## src/rtl/bitnet_readout_pkg.sv

```systemverilog
// rtl/bitnet_readout_pkg.sv - shared types and helpers for the weight readout block
//
// Purpose: readout FSM state encoding and the count-width helper used by
// weight_readout and ones_counter.
// Ports: none (package).

package bitnet_readout_pkg;

  typedef enum logic [1:0] {
    IDLE   = 2'd0,
    SAMPLE = 2'd1,
    DRAIN  = 2'd2,
    FINISH = 2'd3
  } readout_state_t;

  // Width needed to hold every value 0..n inclusive.
  function automatic int cnt_width(input int n);
    return $clog2(n + 1);
  endfunction

endpackage

```

## src/rtl/ones_counter.sv

```systemverilog
// rtl/ones_counter.sv - per-unit ones counter for one control_out tap
//
// Purpose: counts the cycles on which en && bit_in, with a synchronous clear.
// Ports:
//   clk_in  - system clock
//   rst_in  - synchronous active-high reset
//   clear   - synchronous clear to zero (start of a window)
//   en      - qualified sample cycle
//   bit_in  - control_out bit of the unit
//   count   - CNT_W-bit ones count

module ones_counter
  import bitnet_readout_pkg::*;
#(
  parameter int CNT_W = cnt_width(256)
) (
  input  logic             clk_in,
  input  logic             rst_in,
  input  logic             clear,
  input  logic             en,
  input  logic             bit_in,
  output logic [CNT_W-1:0] count
);

  // The window length bounds the count, so no saturation is needed.
  always_ff @(posedge clk_in) begin
    if (rst_in || clear) begin
      count <= '0;
    end else if (en && bit_in) begin
      count <= count + CNT_W'(1);
    end
  end

endmodule

```

## src/rtl/weight_readout.sv

```systemverilog
// rtl/weight_readout.sv - samples per-unit control_out taps and streams weight counts
//
// Purpose: over a window of SAMPLE_CYCLES oscillator-high cycles, counts the
// ones on each unit's control_out tap, then streams one (index, count) word
// per unit over a valid/ready handshake. Read-only beside the unit array.
// Ports:
//   clk_in      - system clock
//   rst_in      - synchronous active-high reset
//   oscillator  - sample qualifier; only high cycles count toward the window
//   start       - one-cycle readout request, honoured only in IDLE
//   control_in  - control_out bits of the units (bit i = unit i)
//   busy        - high in every state except IDLE
//   out_valid   - count word available
//   out_ready   - consumer accepts the word when out_valid && out_ready
//   out_index   - unit index of the current word
//   out_count   - ones count of unit out_index over the window
//   done        - one-cycle pulse after the last word is accepted

module weight_readout
  import bitnet_readout_pkg::*;
#(
  parameter  int NUM_UNITS     = 8,
  parameter  int SAMPLE_CYCLES = 256,
  localparam int CNT_W         = cnt_width(SAMPLE_CYCLES),
  localparam int IDX_W         = (NUM_UNITS > 1) ? $clog2(NUM_UNITS) : 1
) (
  input  logic                 clk_in,
  input  logic                 rst_in,
  input  logic                 oscillator,
  input  logic                 start,
  input  logic [NUM_UNITS-1:0] control_in,
  output logic                 busy,
  output logic                 out_valid,
  input  logic                 out_ready,
  output logic [IDX_W-1:0]     out_index,
  output logic [CNT_W-1:0]     out_count,
  output logic                 done
);

  localparam logic [IDX_W-1:0] LAST_IDX  = IDX_W'(NUM_UNITS - 1);
  localparam logic [CNT_W-1:0] LAST_WIN  = CNT_W'(SAMPLE_CYCLES - 1);

  readout_state_t   r_state;
  logic [CNT_W-1:0] r_win;
  logic             r_busy;
  logic             r_valid;
  logic [IDX_W-1:0] r_index;
  logic [CNT_W-1:0] r_count;
  logic             r_done;

  logic             w_clear;
  logic             w_en;
  logic [IDX_W-1:0] w_next_idx;
  logic [CNT_W-1:0] w_count [NUM_UNITS];

  assign w_clear    = (r_state == IDLE) && start;
  assign w_en       = (r_state == SAMPLE) && oscillator;
  assign w_next_idx = r_index + IDX_W'(1);

  for (genvar g = 0; g < NUM_UNITS; g++) begin : g_unit
    ones_counter #(
      .CNT_W (CNT_W)
    ) u_cnt (
      .clk_in (clk_in),
      .rst_in (rst_in),
      .clear  (w_clear),
      .en     (w_en),
      .bit_in (control_in[g]),
      .count  (w_count[g])
    );
  end

  always_ff @(posedge clk_in) begin
    if (rst_in) begin
      r_state <= IDLE;
      r_win   <= '0;
      r_busy  <= 1'b0;
      r_valid <= 1'b0;
      r_index <= '0;
      r_count <= '0;
      r_done  <= 1'b0;
    end else begin
      case (r_state)
        IDLE: begin
          if (start) begin
            r_win   <= '0;
            r_busy  <= 1'b1;
            r_state <= SAMPLE;
          end
        end
        SAMPLE: begin
          if (oscillator) begin
            r_win <= r_win + CNT_W'(1);
            if (r_win == LAST_WIN) begin
              // Unit 0's counter takes this final sample on the same edge,
              // so fold it into the registered word here.
              r_state <= DRAIN;
              r_valid <= 1'b1;
              r_index <= '0;
              r_count <= w_count[0] + CNT_W'(control_in[0]);
            end
          end
        end
        DRAIN: begin
          if (out_ready) begin
            if (r_index == LAST_IDX) begin
              r_valid <= 1'b0;
              r_done  <= 1'b1;
              r_state <= FINISH;
            end else begin
              r_index <= w_next_idx;
              r_count <= w_count[w_next_idx];
            end
          end
        end
        FINISH: begin
          r_done  <= 1'b0;
          r_busy  <= 1'b0;
          r_state <= IDLE;
        end
        default: r_state <= IDLE;
      endcase
    end
  end

  assign busy      = r_busy;
  assign out_valid = r_valid;
  assign out_index = r_index;
  assign out_count = r_count;
  assign done      = r_done;

endmodule

```

## config.mk

```make
export PLATFORM = sky130hd
export DESIGN_NAME = weight_readout
export DESIGN_NICKNAME = d
export VERILOG_FILES = /design/src/rtl/bitnet_readout_pkg.sv /design/src/rtl/ones_counter.sv /design/src/rtl/weight_readout.sv
export SDC_FILE = /design/constraint.sdc
export NUM_CORES = 1
export LEC_CHECK = 0
export BUFFER_PORTS_ARGS = -buffer_cell sky130_fd_sc_hd__buf_2
export CAP_MARGIN = 5
export CORE_AREA = 3 3 101 103
export CTS_CLUSTER_SIZE = 16
export DETAILED_ROUTE_END_ITERATION = 6
export DIE_AREA = 0 0 104 106
export PLACE_DENSITY = 0.75
export SLEW_MARGIN = 20
export SYNTH_ARGS = -nofsm -noshare
export SYNTH_HDL_FRONTEND = slang
export SYNTH_SLANG_ARGS = --single-unit
```

## constraint.sdc

```tcl
create_clock -name clk_in -period 2.25 [get_ports clk_in]
set_clock_uncertainty 0.05 [all_clocks]
set_input_delay 0 -clock clk_in [delete_from_list [all_inputs] [get_ports clk_in]]
set_output_delay 0 -clock clk_in [all_outputs]
set_load 0.005 [all_outputs]
```

==> results of run 1 <==
final cells by class:
type / count / area, um2 / area share
sequential: 98 / 1962 / 0.3413
inverter: 14 / 52.55 / 0.009142
timing repair buffer: 50 / 377.9 / 0.06574
tap: 129 / 161.4 / 0.02808
multi-input combinational: 425 / 2985 / 0.5194
clock inverter: 6 / 71.32 / 0.01241
clock buffer: 10 / 137.6 / 0.02394
metrics by stage:
stage	instances	total power [W]	hold WS, ns	setup slack, ns
detailed placement	704	0.002914	0.2555	0.04280
global route	732	0.004360	0.1087	0.007110
CTS	731	0.004133	0.05428	0.02511
finish	732	0.004155	0.06044	0.1173
global placement	704	0.002891	0.2445	0.1059
floorplan	565	0.002646	0.1100	0.1234
Yosys cell counts, types with 5 or more instances:
master / number / share of area
o21ai_0: 17 / 0.017
nand3_1: 33 / 0.032
nor2_1: 76 / 0.055
a211oi_1: 6 / 0.0088
inv_1: 13 / 0.0095
ha_1: 18 / 0.044
or3_1: 12 / 0.015
xnor2_1: 33 / 0.056
dfxtp_1: 98 / 0.38
a21oi_1: 26 / 0.025
mux4_2: 9 / 0.039
and2_1: 5 / 0.0061
mux4_1: 9 / 0.046
nand4_1: 21 / 0.026
mux2i_1: 9 / 0.018
and3_1: 9 / 0.011
clkbuf_1: 14 / 0.010
nor4_1: 9 / 0.011
and4_1: 5 / 0.0085
nand2_1: 47 / 0.034
nor3_1: 22 / 0.021
xor2_1: 32 / 0.055
layout by cell type, fill, tap and decap left out, types with 10 or more instances in the layout:
cell	netlist	routed
a21oi_1	26	26
buf_2	4	27
clkbuf_8	0	10
dfxtp_1	98	98
dlygate4sd3_1	0	11
ha_1	18	16
inv_1	13	13
nand2_1	47	46
nand3_1	33	33
nand4_1	21	21
nor2_1	76	76
nor3_1	22	22
o21ai_0	17	17
or3_1	12	12
xnor2_1	33	33
xor2_1	32	32
kinds of logic after synthesis:
family	count (synthesis)	synth area share
muxes	30	0.1095
AOI/OAI and AO/OA	62	0.07226
DFF	98	0.3815
xor gates and xnor gates	65	0.1107
buffers and inverters	42	0.04282
adders and majority gates	18	0.04380
and+or+nand+nor	250	0.2394
worst reg2reg max path, cell delays in order (launching register included):
cell and delay (ns):
dfxtp_1 0.34, ha_2 0.19, ha_4 0.30, clkbuf_16 0.17, mux4_1 0.56, mux2_2 0.28, nand2_1 0.08, a211oi_1 0.07
layer usage:
layer | GRT usage | wire, um | up-vias
li1 | - | - | 2069
met1 | 0.3041 | 5423 | 2070
met2 | 0.3468 | 5361 | 120
met3 | 0.05039 | 749 | 13
met4 | 0.05698 | 169 | 0
met5 | 0 | 0 | -
what timing repair did:
action,CTS,global route
gates resized for setup,0,6
hold buffers,11,0
hold endpoints to repair,28,0
setup endpoints to repair,0,11
buffers inserted,0,0
path summary, 6_finish.rpt:
kind / endpoint / slack [ns] / cells after the start
max: out_count[1] / 0.12 / 7
min: g_unit[5].u_cnt.count[2] / 0.06 / 4
max reg2reg: out_count[1] / 0.12 / 7
min reg2reg: out_valid / 0.43 / 2
registers in the layout, indices dropped and copies added, names as in the netlist:
signal / flops
g_unit.u_cnt.count: 72
busy: 1
out_valid: 1
r_win: 9
r_state: 2
out_index: 3
out_count: 9
done: 1
power by group through the flow:
| stage | sequential (W) | clock, W | combinational, W |
|---|---|---|---|
| final | 0.00188 | 0.00122 | 0.00105 |
| after global routing | 0.00189 | 0.00131 | 0.00116 |
| after CTS | 0.00188 | 0.00123 | 0.00102 |
| after detailed placement | 0.00192 | 0 | 0.000992 |
| after global placement | 0.00192 | 0 | 0.000970 |
| after floorplan | 0.00191 | 0 | 0.000732 |
==> impl_metrics.env, run 1 <==
export IMPL_syn_avg_cell_area_um2=9.102
export IMPL_pwr_share_comb=0.253
export IMPL_slew_headroom=0.6675
export IMPL_power_frac_clock=0.295
export IMPL_portBuffers=27
export IMPL_maxCapViolations=0
export IMPL_p_leak_nw=2.001
export IMPL_crit_arrival_ns=2.35
export IMPL_drive_gt1_frac=0.1327
export IMPL_wl_per_cell_um=15.99
export IMPL_tritoncts="yes"
export IMPL_finalInstanceArea_um2=5748
export IMPL_detailed_place_hpwl_um=8527
export IMPL_fp_coreArea_um2=9284
export IMPL_utilization=0.6191
export IMPL_rows=35
export IMPL_cts_num_sinks=98
export IMPL_max_vdd_ir_drop_mv=0.3123
export IMPL_grt_pass1_vias=3959
export IMPL_numCtsBuffers=9
export IMPL_synth_edf_count=0
export IMPL_cts_max_level=3
export IMPL_filler_cell_count=781
export IMPL_syn_cell_area_um2=5142
export IMPL_fmax_mhz=468.9
export IMPL_startpoint="out_index[1]"
export IMPL_start_util=0.5539
export IMPL_die_area_um2=11020
export IMPL_num_vias=4272
export IMPL_tns_ns=0
export IMPL_drt_iter0_markers=308
export IMPL_internal_power_w=0.002750
export IMPL_async_flop_share=0
export IMPL_status="finished clean"
export IMPL_routed_via_density=5.836
export IMPL_synthFlopType="dfxtp_1"
export IMPL_rsz0062_at_grt="false"
export IMPL_yosys_register_bits=98
export IMPL_grt_usage=0.2193
export IMPL_diodes=0
export IMPL_hold_viol_final=0
export IMPL_cpMaxStageDelayCell="mux4_1"
export IMPL_synth_nets=596
export IMPL_path_cells="ha_2 -> ha_4 -> clkbuf_16 -> mux4_1 -> mux2_2 -> nand2_1 -> a211oi_1"
export IMPL_place_congestion=0.8289
export IMPL_cp_max_fo=9
export IMPL_crit_family="multiplexers"
export IMPL_seqPwrFrac=0.453
export IMPL_crit_type="register to register"
export IMPL_die_w_um=104
export IMPL_start_kind="register"
export IMPL_grt_remaining_overflow=0
export IMPL_crit_buf_inv=1
export IMPL_ys_warn_count=0
export IMPL_cts_root_buffer="clkbuf_8"
export IMPL_fin_crit_sh=0.9479
export IMPL_final_nets=629
export IMPL_sw_frac_of_total=0.3381
export IMPL_worstSkewPairLatency_ns=0.37
export IMPL_seq_area_frac_synth=0.3815
export IMPL_r2r_start="out_index[1]"
export IMPL_fin_crit_ns=2.133
export IMPL_tightest_slew_ns=0.4891
export IMPL_drt_total_wl_um=11700
export IMPL_cts_buffer_depth=2
export IMPL_antenna_found_initial=0
export IMPL_grt_pass1_wl_um=19490
export IMPL_powerDensity_nw_per_um2=722.8
export IMPL_p_sw_w=0.001405
export IMPL_grt_max_degree=45
export IMPL_hp_start="control_in[5]"
export IMPL_antenna_left=0
export IMPL_yosysUniqueCellTypes=48
export IMPL_drc_errors=0
export IMPL_required_ns=2.47
export IMPL_cp_end_kind="register"
export IMPL_clkTransAtPathRegs_ns=0.10
export IMPL_synthCells=565
export IMPL_cpPeakStageDelay_ns=0.56
export IMPL_die_h_um=106
export IMPL_final_setup_viol_count=0
export IMPL_ioPinCount=28
export IMPL_holdCritPathClass="primary input to register"
export IMPL_area_growth_pct=11.78
export IMPL_placed_cell_area_um2=5381
export IMPL_first_pass_iters=5
export IMPL_final_max_slew_viol_count=0
Note: power is estimated with default switching activity, not from simulation.
==> run 2, diff against run 1 <==
--- a/config.mk
+++ b/config.mk
@@ -5,12 +5,13 @@
 export SDC_FILE = /design/constraint.sdc
 export NUM_CORES = 1
 export LEC_CHECK = 0
+export ABC_AREA = 1
 export BUFFER_PORTS_ARGS = -buffer_cell sky130_fd_sc_hd__buf_2
 export CAP_MARGIN = 5
-export CORE_AREA = 3 3 101 103
+export CORE_AREA = 3 3 106 108
 export CTS_CLUSTER_SIZE = 16
 export DETAILED_ROUTE_END_ITERATION = 6
-export DIE_AREA = 0 0 104 106
+export DIE_AREA = 0 0 109 111
 export PLACE_DENSITY = 0.75
 export SLEW_MARGIN = 20
 export SYNTH_ARGS = -nofsm -noshare
==> run 2 against run 1 <==
  * Die area grew 9.8%
  * Clock power decreased by 17%
  * Global-route usage up 2.8 points
  * Clock-buffer cell count rose by 2
  * Total power up 4.1%
  * Critical endpoint is now g_unit[1].u_cnt.count[6]
  * Highest routed layer unchanged
==> impl_metrics.env, run 2 <==
export IMPL_grt_usage=0.2468
export IMPL_synth_top_cell_by_area="dfxtp_1"
export IMPL_cts_num_sinks=98
export IMPL_portBuffers=27
export IMPL_synth_nets=973
export IMPL_p_total_w=0.004323
export IMPL_cts_buffer_depth=2
export IMPL_filler_cell_count=1044
export IMPL_ys_warn_count=0
export IMPL_maxCapViolations=0
export IMPL_diodes=0
export IMPL_required_ns=2.48
export IMPL_synth_top_area_frac=0.3412
export IMPL_yosys_register_bits=98
export IMPL_grt_max_degree=36
export IMPL_yosysUniqueCellTypes=33
export IMPL_grt_remaining_overflow=0
export IMPL_cpMaxStageDelayCell="dfxtp_1"
export IMPL_final_nets=1013
export IMPL_tightest_slew_ns=0.5776
export IMPL_powerDensity_nw_per_um2=680.1
export IMPL_grt_pass1_vias=5256
export IMPL_holdCritPathClass="primary input to register"
export IMPL_syn_cell_area_um2=5749
export IMPL_timing_final_ws_setup_ns=0.2649
export IMPL_routed_via_density=5.160
export IMPL_antenna_found_initial=0
export IMPL_crit_type="register to register"
export IMPL_grt_pass1_wl_um=24180
export IMPL_drc_errors=0
export IMPL_utilization=0.6157
export IMPL_path_cells="inv_1 -> ha_1 -> nand2_2 -> inv_2 -> nand2_1 -> nor3_2 -> nand2_1 -> o21ai_0 -> nor2_1"
export IMPL_start_kind="register"
export IMPL_hold_viol_final=0
export IMPL_synth_common_cells="nand2_1 (285), inv_1 (140), nor2_1 (109)"
export IMPL_ioPinCount=28
export IMPL_numCtsBuffers=9
export IMPL_die_w_um=109
export IMPL_largest_reg_flops=72
export IMPL_place_congestion=0.8648
export IMPL_drive_gt1_frac=0.06998
export IMPL_wl_per_cell_um=12.50
export IMPL_start_util=0.5569
export IMPL_cp_max_fo=6
export IMPL_regMostFlops="g_unit.u_cnt.count"
export IMPL_drt_total_wl_um=14030
export IMPL_rsz0062_at_grt="false"
export IMPL_crit_arrival_ns=2.22
export IMPL_drt_iter0_markers=398
export IMPL_rows=37
export IMPL_antenna_left=0
export IMPL_status="finished clean"
export IMPL_fin_crit_ns=1.985
export IMPL_synthFlopType="dfxtp_1"
export IMPL_die_h_um=111
export IMPL_startpoint="r_state[1]"
export IMPL_area_growth_pct=10.56
export IMPL_r2r_start="r_state[1]"
export IMPL_detailed_place_hpwl_um=10260
export IMPL_synthCells=942
export IMPL_async_flop_share=0
export IMPL_max_vdd_ir_drop_mv=0.3287
export IMPL_synth_area_top_cells="dfxtp_1 (34%), nand2_1 (19%), inv_1 (9.1%)"
export IMPL_cts_max_level=3
export IMPL_synth_most_common_cell="nand2_1"
export IMPL_final_max_slew_viol_count=0
export IMPL_tns_ns=0
export IMPL_fp_coreArea_um2=10320
export IMPL_dp_slack_ns=0.1647
export IMPL_num_vias=5789
export IMPL_tritoncts="yes"
export IMPL_layout_commonest_cell="nand2_1"
export IMPL_critPathMostFrequentCell="nand2_1"
export IMPL_cts_root_buffer="clkbuf_8"
export IMPL_die_area_um2=12100
export IMPL_syn_avg_cell_area_um2=6.103
export IMPL_hp_start="oscillator"
export IMPL_clkTransAtPathRegs_ns=0.10
export IMPL_worstSkewPairLatency_ns=0.38
export IMPL_slew_headroom=0.6135
export IMPL_fmax_mhz=503.7
export IMPL_cp_end_kind="register"
export IMPL_p_leak_nw=2.845
export IMPL_seq_area_frac_synth=0.3412
export IMPL_most_common_layout_cells="nand2_1 (284), inv_1 (140), nor2_1 (108)"
export IMPL_fin_crit_sh=0.8823
export IMPL_finalInstanceArea_um2=6356
export IMPL_placed_cell_area_um2=6070
export IMPL_cpPeakStageDelay_ns=0.35
export IMPL_synth_edf_count=0
export IMPL_final_setup_viol_count=0
export IMPL_first_pass_iters=5
-- run 2: cell count changes in the layout (fill, tap and decap cells not counted), moves of 12 or more --
cell / change
nand2_1: +238
inv_1: +127
a21oi_1: +45
nand3_1: +39
nor2_1: +32
xnor2_1: -32
xor2_1: -32
o21ai_0: +31
or3_1: -12
-- run 2: cell type report --
cell class	instances	area (um2)	share of cell area
Timing Repair Buffer	53	382.9	0.06024
Multi-Input combinational cell	676	3147	0.4951
Tap cell	136	170.2	0.02677
Inverter	144	540.5	0.08504
Clock inverter	3	17.52	0.002756
Sequential cell	98	1963	0.3089
Clock buffer	12	135.1	0.02126
-- run 2: what timing repair did --
action / 4_1_cts / 5_1_grt
buffers inserted: 0 / 1
hold buffers: 11 / 0
resized for setup: 0 / 2
endpoints found under the hold margin: 35 / 0
endpoints found under the setup margin: 0 / 12
-- run 2: layer usage --
| layer | part of all wire | vias up | global-route usage |
|---|---|---|---|
| li1 | - | 3058 | - |
| met1 | 0.47 | 2582 | 0.3292 |
| met2 | 0.46 | 119 | 0.3989 |
| met3 | 0.037 | 30 | 0.03320 |
| met4 | 0.027 | 0 | 0.09933 |
| met5 | 0 | - | 0 |
-- run 2: per-stage QoR --
stage,hold WS [ns],instances
after floorplan,0.1247,942
after detailed placement,0.2699,1095
final,0.1053,1122
after CTS,0.1321,1121
after global routing,0.1588,1122
after global placement,0.2703,1095
-- run 2: report_power, final --
group          total [W]  internal, W  switching (W)  leakage, nW
sequential       0.00193      0.00185      0.0000804        0.793
combinational    0.00138     0.000482       0.000900         1.98
clock            0.00101     0.000395       0.000619       0.0762
total            0.00432      0.00272        0.00160         2.84
-- run 2: path summary, 6_finish.rpt --
path                                    to  slack, ns  cells after the start
hold / removal                  r_state[1]       0.11                      6
setup / recovery  g_unit[1].u_cnt.count[6]       0.26                      9
setup reg to reg  g_unit[1].u_cnt.count[6]       0.26                      9
hold reg to reg                   r_win[4]       0.40                      2
-- run 2: cell families after synthesis --
kind of cell,Yosys count,synth area share
and+or+nand+nor,524,0.3830
adders and majority gates,18,0.03917
AOI/OAI and AO/OA,133,0.1227
DFF,98,0.3412
buffers and inverters,168,0.1123
xor gates and xnor gates,1,0.001524
-- run 2: critical path: cells and delay by family, from the launching register on --
family	cells	cell delay [ns]
simple gates	5	0.73
flops	1	0.35
buf+inv	2	0.32
fa+ha+maj	1	0.26
compound gates	1	0.16
